==> src/rtl/somador_pkg.sv <==
// somador_pkg: shared state encoding and default sizing for the streaming multi-operand adder.
package somador_pkg;
    typedef enum logic [1:0] {
        IDLE      = 2'd0,
        ACUMULA   = 2'd1,
        RESULTADO = 2'd2
    } state_t;
    localparam int DATA_W_DEF     = 4;
    localparam int N_OPERANDS_DEF = 6;
endpackage

==> src/rtl/acumulador_somador.sv <==
// acumulador_somador: running-sum register with synchronous clear and add-enable.
module acumulador_somador #(
    parameter int DATA_W = 4,
    parameter int SUM_W  = 7
) (
    input  logic              clk,
    input  logic              rst_n,
    input  logic              clr,
    input  logic              add,
    input  logic [DATA_W-1:0] din,
    output logic [SUM_W-1:0]  acc
);
    always_ff @(posedge clk or negedge rst_n)
        if (!rst_n)   acc <= '0;
        else if (clr) acc <= '0;
        else if (add) acc <= acc + SUM_W'(din);
endmodule

==> src/rtl/controlador_somador.sv <==
// controlador_somador: streams N_OPERANDS operands through a handshake, sums them and
// holds the sum and its odd flag until the consumer takes it.
module controlador_somador
    import somador_pkg::*;
#(
    parameter int DATA_W     = DATA_W_DEF,
    parameter int N_OPERANDS = N_OPERANDS_DEF,
    localparam int CNT_W     = $clog2(N_OPERANDS),
    localparam int SUM_W     = DATA_W + $clog2(N_OPERANDS)
) (
    input  logic              clk,
    input  logic              rst_n,
    input  logic              start,
    input  logic              clear,
    input  logic              in_valid,
    output logic              in_ready,
    input  logic [DATA_W-1:0] in_data,
    output logic              res_valid,
    input  logic              res_ready,
    output logic [SUM_W-1:0]  soma,
    output logic              impar,
    output logic              busy,
    output logic [CNT_W-1:0]  count
);
    state_t           state, state_next;
    logic [SUM_W-1:0] acc, sum_next;
    logic             accept, last, restart;

    assign accept    = in_valid && (state == ACUMULA);
    assign last      = accept && (count == CNT_W'(N_OPERANDS - 1));
    assign restart   = start && ((state == IDLE) || (state == RESULTADO && res_ready));
    assign sum_next  = acc + SUM_W'(in_data);
    assign in_ready  = (state == ACUMULA);
    assign res_valid = (state == RESULTADO);
    assign busy      = (state != IDLE);
    assign impar     = soma[0];

    always_ff @(posedge clk or negedge rst_n)
        if (!rst_n) state <= IDLE;
        else        state <= state_next;

    always_comb begin
        state_next = state;
        case (state)
            IDLE:      if (start) state_next = ACUMULA;
            ACUMULA:   if (last) state_next = RESULTADO;
            RESULTADO: if (res_ready) state_next = start ? ACUMULA : IDLE;
            default:   state_next = IDLE;
        endcase
        if (clear) state_next = IDLE;
    end

    // count returns to 0 on the final accept so the result phase always reports 0
    always_ff @(posedge clk or negedge rst_n)
        if (!rst_n)                        count <= '0;
        else if (clear || restart || last) count <= '0;
        else if (accept)                   count <= count + 1'b1;

    always_ff @(posedge clk or negedge rst_n)
        if (!rst_n)     soma <= '0;
        else if (clear) soma <= '0;
        else if (last)  soma <= sum_next;

    acumulador_somador #(.DATA_W(DATA_W), .SUM_W(SUM_W)) u_acc (
        .clk  (clk),
        .rst_n(rst_n),
        .clr  (clear || restart),
        .add  (accept),
        .din  (in_data),
        .acc  (acc)
    );
endmodule

==> config.mk <==
export PLATFORM = sky130hd
export DESIGN_NAME = controlador_somador
export DESIGN_NICKNAME = d
export VERILOG_FILES = /design/src/rtl/somador_pkg.sv /design/src/rtl/acumulador_somador.sv /design/src/rtl/controlador_somador.sv
export SDC_FILE = /design/constraint.sdc
export NUM_CORES = 1
export LEC_CHECK = 0
export ABC_AREA = 1
export CORE_ASPECT_RATIO = 1.4
export CORE_MARGIN = 2
export CORE_UTILIZATION = 30
export CTS_BUF_LIST = sky130_fd_sc_hd__clkbuf_8 sky130_fd_sc_hd__clkbuf_16
export DETAILED_ROUTE_END_ITERATION = 8
export GPL_ROUTABILITY_DRIVEN = 0
export PLACE_DENSITY_LB_ADDON = 0.15
export RECOVER_POWER = 25
export SLEW_MARGIN = 0
export SYNTH_ARGS = -nofsm -noshare
export SYNTH_HDL_FRONTEND = slang
export SYNTH_SLANG_ARGS = --single-unit
==> constraint.sdc <==
create_clock -name clk -period 2.1 [get_ports clk]
set_clock_uncertainty 0.2 [all_clocks]
set_input_delay 0.42 -clock clk [delete_from_list [all_inputs] [get_ports clk]]
set_output_delay 0.42 -clock clk [all_outputs]
set_load 0.005 [all_outputs]
### Yosys cells after proc, flatten, opt, wreduce, memory -nomap -nowiden

Index checks and enable logic that the tools add are counted.

* mux-type cells: 12
* equality and inequality tests: 6
* $add $sub $neg: 2
* reduce and logical (&&, ||, !) cells: 13

Operator list (count)
* 7-bit 2-to-1 mux: 4
* 2-bit 2-to-1 mux: 4
* 2-bit nonzero test: 4
* 7-bit by 4-bit adder with 7-bit output: 1
* 3-bit 2-to-1 mux: 2
* 3-bit by 2-bit != test with 1-bit output, second input constant: 2
* 2-bit case mux with 3 select lines: 1
* 1-bit logical AND: 4
* 3-bit by 1-bit adder with 3-bit output, second input constant: 1
* 3-bit == test, second input constant: 1
* 1-bit logical OR: 3
* 3-bit != test, second input constant: 1
* 3-bit AND reduction: 1
* 2-bit by 1-bit == test with 1-bit output, second input constant: 1
* 2-bit == test, second input constant: 1
* 2-bit logical NOT: 1
* 1-bit 2-to-1 mux: 1

* input bits: 10
* register bits: 19

### Logic depth before layout (Yosys ltp)

* word-level depth: 7
* mapped depth: 8
* depth with buffers taken out: 8

### Cells and area by module

From an unflattened synthesis, not the netlist that was laid out.

* cells, all modules: 162
* area, all modules: 1293.7 µm²

By module, submodules not included
* controlador_somador: instances 1, seq. area each 300.3 µm², cells an instance 110, area each 847.1 µm²
* acumulador_somador: instances 1, seq. area each 175.2 µm², cells an instance 52, area each 446.7 µm²

### Worst setup path after synthesis

OpenSTA, ideal clock, no wires.

* path kind: in2reg
* from: in in_data[0]
* to: reg soma[6]
* cell stages on the path: 6
* arrival: 1.363 ns
* library setup time: 0.117 ns
* setup slack: 0.419 ns
* cells stage by stage: ha_1 fa_1 nand3_1 nand3_1 nand3_1 nand2_1

* longest elaborated chain between the ends: 3

Ends and longest elaborated chain
* from (decl): line controlador_somador.sv:17 `input logic [DATA_W-1:0] in_data,`
* 7-bit by 4-bit adder with 7-bit output: line controlador_somador.sv:32 `assign sum_next = acc + SUM_W'(in_data);`
* 7-bit 2-to-1 mux: line controlador_somador.sv:62 `else if (last) soma <= sum_next;`
* 7-bit 2-to-1 mux: line controlador_somador.sv:61 `else if (clear) soma <= '0;`
* to (signal assigned): line controlador_somador.sv:62
* to (decl): line controlador_somador.sv:20 `output logic [SUM_W-1:0] soma,`

Every way passes these cells. The select of a mux whose other input is x is not followed.
A chain may end at the register's enable or synchronous reset.

### Final worst setup path

* from: reg state[1]
* to: out res_valid

* longest elaborated chain between the ends: 1

Ends and longest elaborated chain
* from (decl): line controlador_somador.sv:25 `state_t state, state_next;`
* from (signal assigned): line controlador_somador.sv:40 `else state <= state_next;`
* 2-bit == test: line controlador_somador.sv:34 `assign res_valid = (state == RESULTADO);`
* to (decl): line controlador_somador.sv:18 `output logic res_valid,`

Every way passes these cells.

==> impl_metrics.tcl <==
set metrics [dict create \
    wire_per_inst_um 11.9 \
    hold_ws_ns 0.293 \
    drt-total-wl_mm 2.46 \
    min_period_ns 2.01 \
    io-pin-count 24 \
    ys_ff_latch 19 \
    dp_slack_ns -0.158 \
    tritoncts.num_buffers 3 \
    drc 0 \
    cts_resized 0 \
    synth_edf_count 0 \
    synth-async-reset-ratio_pct 100 \
    tritoncts "built" \
    vias 947 \
    drtIter0Drc 23 \
    grt_use_total_pct 13.3 \
    viasPerCell 4.57 \
    netlist_area_mm2 0.00111 \
    clock_path_buffers 2 \
    critPathLaunchType "flop" \
    cts.clk_slew.worst_paths_ns 0.07 \
    synthesis.nets 154 \
    avgSynthCellArea_um2 8.07 \
    critPathCaptureType "output port" \
    start_util_pct 30.9 \
    port_buffers 23 \
    antenna_found_initial 0 \
    area_growth_pct 30.5 \
    synth_cell_types 23 \
    max_freq_ghz 0.497 \
    setup_viol 0 \
    grt_pass1_vias 972 \
    critPathKind "flop to output port" \
    ys_warn_count 0 \
    maxCapViolCount 0 \
    dpl_cell_area_mm2 0.00140 \
    power_density_mw_per_mm2 547 \
    postCtsHoldBufs 0 \
    syn_inst 137 \
    firstDrtPassIters 4 \
    synth_flop_cell "dfrtp_1" \
    drv_slew 0 \
    postCtsSetupRepairBufs 0 \
    dp.cells 203 \
    rsz0062_at_grt "true" \
    grt_pass1_wl_mm 4.30 \
    final.setup.tns_ns 0 \
    insertion_delay_ns 0.25 \
    hold_class "flop to flop" \
    die_h_um 75.8 \
    worstMarginPinSlew_ns 1.09 \
    grt-ovfl-total 0 \
    cts_sinks 19 \
    cts_root_buf "clkbuf_8" \
    finalHoldViolations 0 \
    final_antenna_net_count 0 \
    rows 26 \
    cp.required_ns 1.48 \
    fin_util_pct 40.3 \
    cts_max_level 1 \
    ys_seq_area_share_pct 43.0 \
    final.period_utilization_pct 95.8 \
    fp.dieW_um 55.3 \
    drive_above_1_share_pct 12.7 \
    core_region_area_mm2 0.00358 \
    stdcell_area_mm2 0.00144 \
    grt_max_degree 20 \
    max-slew-margin-rel_pct 27.5 \
    vdd_drop_max_uv 263 \
    instances_no_fill 207 \
    cp.arrival_ns 1.39 \
    totalPowerFinal_mw 0.790 \
    status "complete, no violations" \
    worstPathMaxFanout 4 \
    power.leakage_nw 0.759 \
    finalNetCount 183 \
    diodes 0 \
    place_hpwl_mm 1.94 \
    die-area_mm2 0.00420 \
    layout_setup_ws_ns 0.0878 \
]
report_power, final:
part           switching, mW  internal (mW)  total [mW]
Sequential            0.0127          0.378       0.391
Combinational         0.0827         0.0651       0.148
Clock                  0.121          0.130       0.251
path summary, 6_finish.rpt:
kind                                          startpoint                       end  slack (ns)  cells after the start
worst max-delay path                state[1]$_DFFE_PN0P_                 res_valid        0.09                      3
worst min-delay path                 soma[5]$_DFFE_PN0P_       soma[5]$_DFFE_PN0P_        0.29                      2
worst max register to register  u_acc.acc[0]$_DFFE_PN0P_  u_acc.acc[2]$_DFFE_PN0P_        0.36                      4
worst min register to register       soma[5]$_DFFE_PN0P_       soma[5]$_DFFE_PN0P_        0.29                      2
max in group asynchronous                          rst_n      state[0]$_DFFE_PN0P_        0.30                      2
min in group asynchronous                          rst_n       soma[5]$_DFFE_PN0P_        0.68                      2
state kept, by name, indices dropped and copies added (netlist names):
name       cells
soma           7
u_acc.acc      7
count          3
state          2
cells in the mapped netlist, types with 2 or more instances:
| master | instances | area [um^2] |
|---|---|---|
| nand3_1 | 14 | 70.1 |
| nand4_1 | 2 | 12.5 |
| o21ai_0 | 5 | 25.0 |
| o21ai_2 | 3 | 26.3 |
| inv_2 | 5 | 18.8 |
| dfrtp_1 | 19 | 475 |
| nand3_2 | 2 | 20.0 |
| a21oi_1 | 2 | 10.0 |
| ha_1 | 6 | 75.1 |
| nand2_1 | 46 | 173 |
| inv_1 | 16 | 60.1 |
| nor2_1 | 5 | 18.8 |
| xnor2_1 | 2 | 17.5 |
metal layers:
metal / global-route usage, % / routed length, um / vias to the layer above
li1: - / - / 488
met1: 14.7 / 1040 / 443
met2: 24.3 / 1320 / 12
met3: 2.38 / 59 / 4
met4: 7.32 / 43 / 0
met5: 0 / 0 / -
layout make-up:
| type | instances | area, um^2 |
|---|---|---|
| Timing Repair Buffer | 25 | 241 |
| Sequential cell | 19 | 477 |
| Tap cell | 42 | 52.6 |
| Fill cell | 389 | 2130 |
| Clock inverter | 1 | 3.75 |
| Clock buffer | 3 | 41.3 |
| Multi-Input combinational cell | 95 | 543 |
| Inverter | 22 | 85.1 |
critical path, stage by stage, from the launching register on:
cell	delay, ns
dfrtp_1	0.42
inv_2	0.08
nor2_2	0.12
clkdlybuf4s50_1	0.52
cells by family after synthesis:
| kind of cell | after synthesis | share of synthesized area, % |
|---|---|---|
| adders and majority gates | 7 | 8.60 |
| and+or+nand+nor | 72 | 30.0 |
| muxes | 1 | 0.905 |
| AOI/OAI and AO/OA | 12 | 6.79 |
| DFF | 19 | 43.0 |
| buffers and inverters | 23 | 8.37 |
| xor gates and xnor gates | 3 | 2.38 |
placed cells by master, fill, tap and decap left out, types with 2 or more instances in the layout:
master	n
inv_2	5
ha_1	6
a21oi_1	2
dfrtp_1	18
nor2_1	3
clkdlybuf4s50_1	22
xnor2_1	2
nand3_2	2
o21ai_0	5
nand4_1	2
inv_1	17
nand2_1	46
nor2_2	3
nand3_1	14
clkbuf_8	3
o21ai_2	3
Note: power is estimated with default switching activity, not from simulation.
